==> src/rtl/uart_pkg.sv <==
// Shared UART definitions: receiver FSM states, parity-type encoding and
// small bit-level helper functions used by the receive path.
package uart_pkg;

    typedef enum logic [2:0] {
        IDLE   = 3'd0,
        START  = 3'd1,
        DATA   = 3'd2,
        PARITY = 3'd3,
        STOP   = 3'd4
    } rx_state_t;

    // Parity type encoding, common to transmitter and receiver
    localparam logic PAR_EVEN = 1'b0;
    localparam logic PAR_ODD  = 1'b1;

    // Majority of three samples, used for noise-tolerant bit decisions
    function automatic logic majority3(input logic a, input logic b, input logic c);
        return (a & b) | (a & c) | (b & c);
    endfunction

endpackage : uart_pkg

==> src/rtl/uart_rx_if.sv <==
// Receiver-side bundle: serial line and frame configuration in, parallel
// word plus status flags out.
interface uart_rx_if #(
    parameter int DATA_WIDTH = 8
);
    logic                  RX_IN;
    logic                  PAR_EN;
    logic                  PAR_TYP;
    logic [DATA_WIDTH-1:0] P_DATA;
    logic                  data_valid;
    logic                  par_err;
    logic                  stp_err;

    // Line side / consumer: drives the serial line and config, reads results
    modport master (
        output RX_IN, PAR_EN, PAR_TYP,
        input  P_DATA, data_valid, par_err, stp_err
    );

    // Receiver: reads the serial line and config, drives results
    modport slave (
        input  RX_IN, PAR_EN, PAR_TYP,
        output P_DATA, data_valid, par_err, stp_err
    );
endinterface : uart_rx_if

==> src/rtl/uart_rx_sampler.sv <==
// Front end of the receiver: two-flop synchronizer, falling-edge detect and
// three-sample majority vote around the bit centre.
module uart_rx_sampler
    import uart_pkg::*;
#(
    parameter int OVERSAMPLE = 8,
    parameter int CW         = $clog2(OVERSAMPLE)
) (
    input  logic          clk,
    input  logic          rst,
    input  logic          rx_in,
    input  logic [CW-1:0] edge_cnt,
    output logic          fall_edge,
    output logic          sampled_bit
);
    localparam logic [CW-1:0] SAMP0 = CW'(OVERSAMPLE/2 - 2);
    localparam logic [CW-1:0] SAMP1 = CW'(OVERSAMPLE/2 - 1);
    localparam logic [CW-1:0] SAMP2 = CW'(OVERSAMPLE/2);

    logic [1:0] sync_r;
    logic       rx_s;
    logic       rx_d_r;
    logic [2:0] samp_r;

    assign rx_s = sync_r[1];

    // Synchronize the asynchronous line and keep a delayed copy for edge detect
    always_ff @(posedge clk or negedge rst) begin
        if (!rst) begin
            sync_r <= 2'b11;
            rx_d_r <= 1'b1;
        end else begin
            sync_r <= {sync_r[0], rx_in};
            rx_d_r <= rx_s;
        end
    end

    // Capture the three centre samples of the current bit
    always_ff @(posedge clk or negedge rst) begin
        if (!rst) begin
            samp_r <= 3'b000;
        end else begin
            case (edge_cnt)
                SAMP0:   samp_r[0] <= rx_s;
                SAMP1:   samp_r[1] <= rx_s;
                SAMP2:   samp_r[2] <= rx_s;
                default: samp_r    <= samp_r;
            endcase
        end
    end

    assign fall_edge   = rx_d_r & ~rx_s;
    assign sampled_bit = majority3(samp_r[0], samp_r[1], samp_r[2]);

endmodule : uart_rx_sampler

==> src/rtl/uart_rx.sv <==
// UART receiver: frame FSM, bit/edge counters, deserializer and parity/stop
// checks. The bit value comes from the sampler's majority vote.
module uart_rx
    import uart_pkg::*;
#(
    parameter int DATA_WIDTH = 8,
    parameter int OVERSAMPLE = 8
) (
    input logic      clk,
    input logic      rst,
    uart_rx_if.slave bus
);
    localparam int CW = $clog2(OVERSAMPLE);
    localparam int BW = (DATA_WIDTH > 1) ? $clog2(DATA_WIDTH) : 1;

    localparam logic [CW-1:0] EDGE_DECIDE = CW'(OVERSAMPLE/2 + 1);
    localparam logic [CW-1:0] EDGE_LAST   = CW'(OVERSAMPLE - 1);
    localparam logic [BW-1:0] BIT_LAST    = BW'(DATA_WIDTH - 1);

    rx_state_t             state_r;
    logic [CW-1:0]         edge_cnt_r;
    logic [BW-1:0]         bit_cnt_r;
    logic [DATA_WIDTH-1:0] shift_r;
    logic                  cfg_par_en_r;
    logic                  cfg_par_typ_r;
    logic [DATA_WIDTH-1:0] p_data_r;
    logic                  data_valid_r;
    logic                  par_err_r;
    logic                  stp_err_r;

    logic                  fall_edge_s;
    logic                  sampled_bit_s;
    logic                  decide_s;
    logic                  last_s;
    logic [CW-1:0]         edge_next_s;

    // Expected parity bit for a data word: even = XOR of bits, odd = inverted
    function automatic logic exp_parity(input logic [DATA_WIDTH-1:0] d, input logic typ);
        return (^d) ^ (typ == PAR_ODD);
    endfunction

    uart_rx_sampler #(
        .OVERSAMPLE (OVERSAMPLE),
        .CW         (CW)
    ) u_sampler (
        .clk         (clk),
        .rst         (rst),
        .rx_in       (bus.RX_IN),
        .edge_cnt    (edge_cnt_r),
        .fall_edge   (fall_edge_s),
        .sampled_bit (sampled_bit_s)
    );

    // Bit-phase decode: decision point, end of bit and the wrapping edge count
    always_comb begin
        decide_s    = 1'b0;
        last_s      = 1'b0;
        edge_next_s = edge_cnt_r + CW'(1);
        if (edge_cnt_r == EDGE_DECIDE) begin
            decide_s = 1'b1;
        end else begin
            decide_s = 1'b0;
        end
        if (edge_cnt_r == EDGE_LAST) begin
            last_s      = 1'b1;
            edge_next_s = '0;
        end else begin
            last_s      = 1'b0;
        end
    end

    // Frame FSM with counters, deserializer and registered result outputs
    always_ff @(posedge clk or negedge rst) begin
        if (!rst) begin
            state_r       <= IDLE;
            edge_cnt_r    <= '0;
            bit_cnt_r     <= '0;
            shift_r       <= '0;
            cfg_par_en_r  <= 1'b0;
            cfg_par_typ_r <= PAR_EVEN;
            p_data_r      <= '0;
            data_valid_r  <= 1'b0;
            par_err_r     <= 1'b0;
            stp_err_r     <= 1'b0;
        end else begin
            data_valid_r <= 1'b0;
            case (state_r)
                IDLE: begin
                    edge_cnt_r <= '0;
                    bit_cnt_r  <= '0;
                    if (fall_edge_s) begin
                        // The detection cycle is edge 0 of the start bit
                        state_r       <= START;
                        edge_cnt_r    <= CW'(1);
                        cfg_par_en_r  <= bus.PAR_EN;
                        cfg_par_typ_r <= bus.PAR_TYP;
                        par_err_r     <= 1'b0;
                        stp_err_r     <= 1'b0;
                    end
                end
                START: begin
                    edge_cnt_r <= edge_next_s;
                    if (decide_s && sampled_bit_s) begin
                        // False start: line was only briefly low
                        state_r    <= IDLE;
                        edge_cnt_r <= '0;
                    end else if (last_s) begin
                        state_r <= DATA;
                    end
                end
                DATA: begin
                    edge_cnt_r <= edge_next_s;
                    if (decide_s) begin
                        shift_r[bit_cnt_r] <= sampled_bit_s;
                    end
                    if (last_s) begin
                        if (bit_cnt_r == BIT_LAST) begin
                            bit_cnt_r <= '0;
                            state_r   <= cfg_par_en_r ? PARITY : STOP;
                        end else begin
                            bit_cnt_r <= bit_cnt_r + BW'(1);
                        end
                    end
                end
                PARITY: begin
                    edge_cnt_r <= edge_next_s;
                    if (decide_s) begin
                        par_err_r <= (sampled_bit_s != exp_parity(shift_r, cfg_par_typ_r));
                    end
                    if (last_s) begin
                        state_r <= STOP;
                    end
                end
                STOP: begin
                    edge_cnt_r <= edge_next_s;
                    if (decide_s) begin
                        // Leave early so a slightly fast transmitter is still caught
                        state_r    <= IDLE;
                        edge_cnt_r <= '0;
                        stp_err_r  <= ~sampled_bit_s;
                        if (sampled_bit_s && !par_err_r) begin
                            p_data_r     <= shift_r;
                            data_valid_r <= 1'b1;
                        end
                    end
                end
                default: begin
                    state_r    <= IDLE;
                    edge_cnt_r <= '0;
                    bit_cnt_r  <= '0;
                end
            endcase
        end
    end

    assign bus.P_DATA     = p_data_r;
    assign bus.data_valid = data_valid_r;
    assign bus.par_err    = par_err_r;
    assign bus.stp_err    = stp_err_r;

endmodule : uart_rx

==> src/flat_wrapper.sv <==
// flat-port wrapper written by rule: the top's interface ports become plain ports
module uart_rx_flat import uart_pkg::*;
#(
    parameter int DATA_WIDTH = 8,
    parameter int OVERSAMPLE = 8
)
  (clk, rst, bus_RX_IN, bus_PAR_EN, bus_PAR_TYP, bus_P_DATA, bus_data_valid, bus_par_err, bus_stp_err);
  uart_rx_if #(.DATA_WIDTH(DATA_WIDTH)) bus_i ();
  input logic clk;
  input logic rst;
  input wire logic [$bits(bus_i.RX_IN)-1:0] bus_RX_IN;
  input wire logic [$bits(bus_i.PAR_EN)-1:0] bus_PAR_EN;
  input wire logic [$bits(bus_i.PAR_TYP)-1:0] bus_PAR_TYP;
  output wire logic [$bits(bus_i.P_DATA)-1:0] bus_P_DATA;
  output wire logic [$bits(bus_i.data_valid)-1:0] bus_data_valid;
  output wire logic [$bits(bus_i.par_err)-1:0] bus_par_err;
  output wire logic [$bits(bus_i.stp_err)-1:0] bus_stp_err;
  assign bus_i.RX_IN = bus_RX_IN;
  assign bus_i.PAR_EN = bus_PAR_EN;
  assign bus_i.PAR_TYP = bus_PAR_TYP;
  assign bus_P_DATA = bus_i.P_DATA;
  assign bus_data_valid = bus_i.data_valid;
  assign bus_par_err = bus_i.par_err;
  assign bus_stp_err = bus_i.stp_err;
  uart_rx #(.DATA_WIDTH(DATA_WIDTH), .OVERSAMPLE(OVERSAMPLE)) u_core (.clk(clk), .rst(rst), .bus(bus_i));
endmodule
==> config.mk <==
export PLATFORM = sky130hd
export DESIGN_NAME = uart_rx_flat
export DESIGN_NICKNAME = d
export VERILOG_FILES = /design/src/rtl/uart_pkg.sv /design/src/rtl/uart_rx_if.sv /design/src/rtl/uart_rx_sampler.sv /design/src/rtl/uart_rx.sv /design/src/flat_wrapper.sv
export SDC_FILE = /design/constraint.sdc
export NUM_CORES = 1
export LEC_CHECK = 0
export BUFFER_PORTS_ARGS = -buffer_cell sky130_fd_sc_hd__clkbuf_2
export CAP_MARGIN = 10
export CELL_PAD_IN_SITES_DETAIL_PLACEMENT = 0
export CELL_PAD_IN_SITES_GLOBAL_PLACEMENT = 1
export CORE_MARGIN = 3
export CORE_UTILIZATION = 40
export CTS_CLUSTER_SIZE = 20
export DETAILED_ROUTE_END_ITERATION = 8
export GPL_TIMING_DRIVEN = 0
export PLACE_DENSITY = 0.78
export SYNTH_ARGS = -nofsm -noshare
export SYNTH_HDL_FRONTEND = slang
export SYNTH_SLANG_ARGS = --single-unit
==> constraint.sdc <==
create_clock -name clk -period 2.3 [get_ports clk]
set_clock_uncertainty 0.2 [all_clocks]
set_input_delay 0.23 -clock clk [delete_from_list [all_inputs] [get_ports clk]]
set_output_delay 0.23 -clock clk [all_outputs]
set_load 0.01 [all_outputs]
==> run_results.csv <==
group,metric,value,unit
worst_setup_path,critPathArrivalTime,2160,ps
worst_setup_path,crit_slowest_cell,"or4b_2",
synthesis,synth_cell_type_count,40,
worst_hold_path,hp-class,"reg2reg",
worst_setup_path,path_delay_family,"simple AND/OR/NAND/NOR gates",
detailed_routing,ant_nets,0,
status,status,"complete, no violations",
detailed_routing,dr.first_iter.drc_count,110,
die,die_area,5340,um^2
worst_setup_path,cp_num_buf_inv,0,
synthesis,ys_seq_area_share,50.3,%
synthesis,synthArstFlopShare,100,%
cts,cts_made_buffers,5,
job,cap_violations,0,
synthesis,netlist_area,1800,um^2
placement,dpl.hpwl,2.39,mm
timing,worst_slack,147,ps
timing,setup_tns,0,ps
cts,cts_tree,"done",
die,fp-row-count,23,
timing,final.min_clock_period,2150,ps
placement,io_buffers,15,
die,fp.coreArea,4170,um^2
detailed_routing,drt_wl_total,3.42,mm
detailed_routing,drc,0,
final_layout,drive_gt1_share,28.9,%
pwr,pwr_density_cell,977,nW/um^2
cts,clock_sinks,36,
final_layout,area_growth,15.9,%
worst_setup_path,crit_chain,"ha_1 > ha_1 > or4b_2 > o21ai_0 > a22oi_1 > o22ai_1",
timing,slew_headroom,40.3,%
cts,ctsHtreeMaxLevel,2,
worst_setup_path,r2r-start,"u_core.bit_cnt_r[1]",
grt,grt_pass1_vias,1287,
synthesis,ys_seq_elements,36,
detailed_routing,first_pass_iters,4,
final_layout,nets,192,
final_layout,antenna_cells,0,
die,ioPinCount,16,
worst_setup_path,crit_path_end_kind,"flip-flop",
detailed_routing,dr_total_vias,1262,
cts,hold_buffers,4,
worst_setup_path,cp-startpoint,"u_core.bit_cnt_r[1]",
grt,grt-ovfl-total,0,
cts,post_cts.repair.setup_buffers,0,
synthesis,avgSynthCellArea,11.8,um^2
synthesis,synth_nets,166,
die,initial_core_util,43.1,%
pwr,ir_drop,0.000495,V
worst_setup_path,start_kind,"flip-flop",
cts,clk_latency,290,ps
timing,finalCritPeriodShare,93.6,%
grt,antenna_found_initial,0,
timing,worst_pin_slew,896,ps
grt,grt_max_degree,37,
pwr,leakage,0.000972,uW
timing,max_freq,465,MHz
timing,hold_viol_final,0,
final_layout,fillers,388,
die,die_height,73.1,um
final_layout,register_area,905,um^2
worst_setup_path,required,2300,ps
detailed_routing,viasPerCell,5.49,
timing,slew_violations,0,
cts,cts_resized,0,
timing,rsz0062_at_grt,"no",
synthesis,synth_ff_type,"dfrtp_1",
timing,setup_viol_count_final,0,
worst_setup_path,path_class,"reg2reg",
die,die_w,73.1,um
final_layout,multi_input_area,827,um^2
placement,place_ws,173,ps
synthesis,synth-edff-count,0,
cts,path_clk_slew,70,ps
timing,holdWs,158,ps
cts,clock-root-buffer,"clkbuf_8",
synthesis,syn_inst,153,
detailed_routing,detail_route.wl_per_cell,14.9,um
grt,grt_first_pass_wirelength,6.12,mm
worst_setup_path,slowest_delay,620,ps
worst_setup_path,crit_fanout,7,
worst_hold_path,hold_start,"u_core.u_sampler.sync_r[0]",
synthesis,ys_warn_count,0,
grt,groute.usage.overall,14.8,%
worst_setup_path,cpMostUsedCell,"ha_1",
placement,gp_congestion,0.827,
cts,cts.path.max_buffers,2,
stage by stage:
stage               utilization (%)  std cells  instance area (um^2)  power, uW
CTS                            50.0        230                  2080       2060
global placement               46.4        218                  1940       1470
floorplan                         -        153                  1800       1330
global route                   50.0        230                  2080       2190
finish                         50.0        230                  2080       2040
detailed placement             46.4        218                  1940       1490
kinds of logic (layout without fill, tap and decap cells):
kind of cell	after synthesis	after routing	share of synthesized area [%]
DFF	36	36	50.3
AOI/OAI and AO/OA	27	27	10.8
adders and majority gates	9	9	6.12
buffers and inverters	17	44	3.75
muxes	20	20	12.5
and+or+nand+nor	36	36	11.8
xor gates and xnor gates	8	8	4.66
worst paths after layout:
| check | slack (ps) | to | cells past startpoint |
|---|---|---|---|
| max reg2reg | 150 | u_core.bit_cnt_r[0] | 6 |
| min | 160 | u_core.u_sampler.sync_r[1] | 0 |
| min reg2reg | 160 | u_core.u_sampler.sync_r[1] | 0 |
| max | 150 | u_core.bit_cnt_r[0] | 6 |
| max in group asynchronous | 940 | u_core.u_sampler.samp_r[2] | 2 |
| min in group asynchronous | 400 | u_core.bus.P_DATA[7] | 2 |
cell usage in the layout, fill, tap and decap left out, drive strengths merged, types with 2 or more instances in the layout:
cell,synthesis,layout
inv,10,10
xnor2,6,6
a21boi,2,2
o32ai,2,2
nand3,8,8
o21ai,5,5
a22oi,3,3
nor3b,2,2
dfrtp,33,33
o22ai,4,4
nor2b,3,3
nor2,4,4
a21oi,2,2
o31ai,2,2
dlygate4sd3,0,4
mux2,20,20
dfstp,3,3
nor3,4,4
buf,3,3
nand2,7,7
clkbuf,4,25
nand2b,2,2
ha,8,8
registers in the layout (all words and copies together) (netlist names):
signal and count:
u_core.bus.P_DATA 8, u_core.shift_r 8, u_core.bit_cnt_r 3, u_core.edge_cnt_r 3, u_core.state_r 3, u_core.u_sampler.samp_r 3
u_core.u_sampler.sync_r 2, u_core.bus.data_valid 1, u_core.bus.par_err 1, u_core.bus.stp_err 1, u_core.cfg_par_en_r 1, u_core.cfg_par_typ_r 1
u_core.u_sampler.rx_d_r 1
report_power, final:
group	switching, uW	internal, uW	total, uW
sequential	99.8	749	848
clock	221	322	543
combinational	364	281	644
layer usage:
layer	GRT usage [%]	up-vias	share of wire, %
met5	0	-	0
met3	3.72	10	3.2
li1	-	597	-
met1	19.0	629	44
met4	5.53	0	1.8
met2	23.9	26	51
cell type report:
type	count	area share, %
clock buffer	6	3.48
clock inverter	2	1.68
timing repair buffer	19	5.52
tap	50	3.00
sequential	36	43.4
buffer	7	1.44
inverter	10	1.80
multi-input combinational	100	39.7
Yosys cell counts (3+ instances only):
library cell | count | area share, %
buf_2 | 3 | 0.83
mux2_2 | 20 | 13
ha_1 | 8 | 5.6
nand3_1 | 7 | 1.9
nor2_1 | 3 | 0.63
o22ai_1 | 4 | 1.4
dfrtp_1 | 33 | 46
o21ai_0 | 5 | 1.4
nand2_1 | 7 | 1.5
nor2b_1 | 3 | 1.0
clkbuf_1 | 4 | 0.83
a22oi_1 | 3 | 1.3
inv_1 | 10 | 2.1
xnor2_1 | 6 | 2.9
dfstp_2 | 3 | 4.4
nor3_1 | 4 | 1.1
Power figures use the tool's default switching activity.
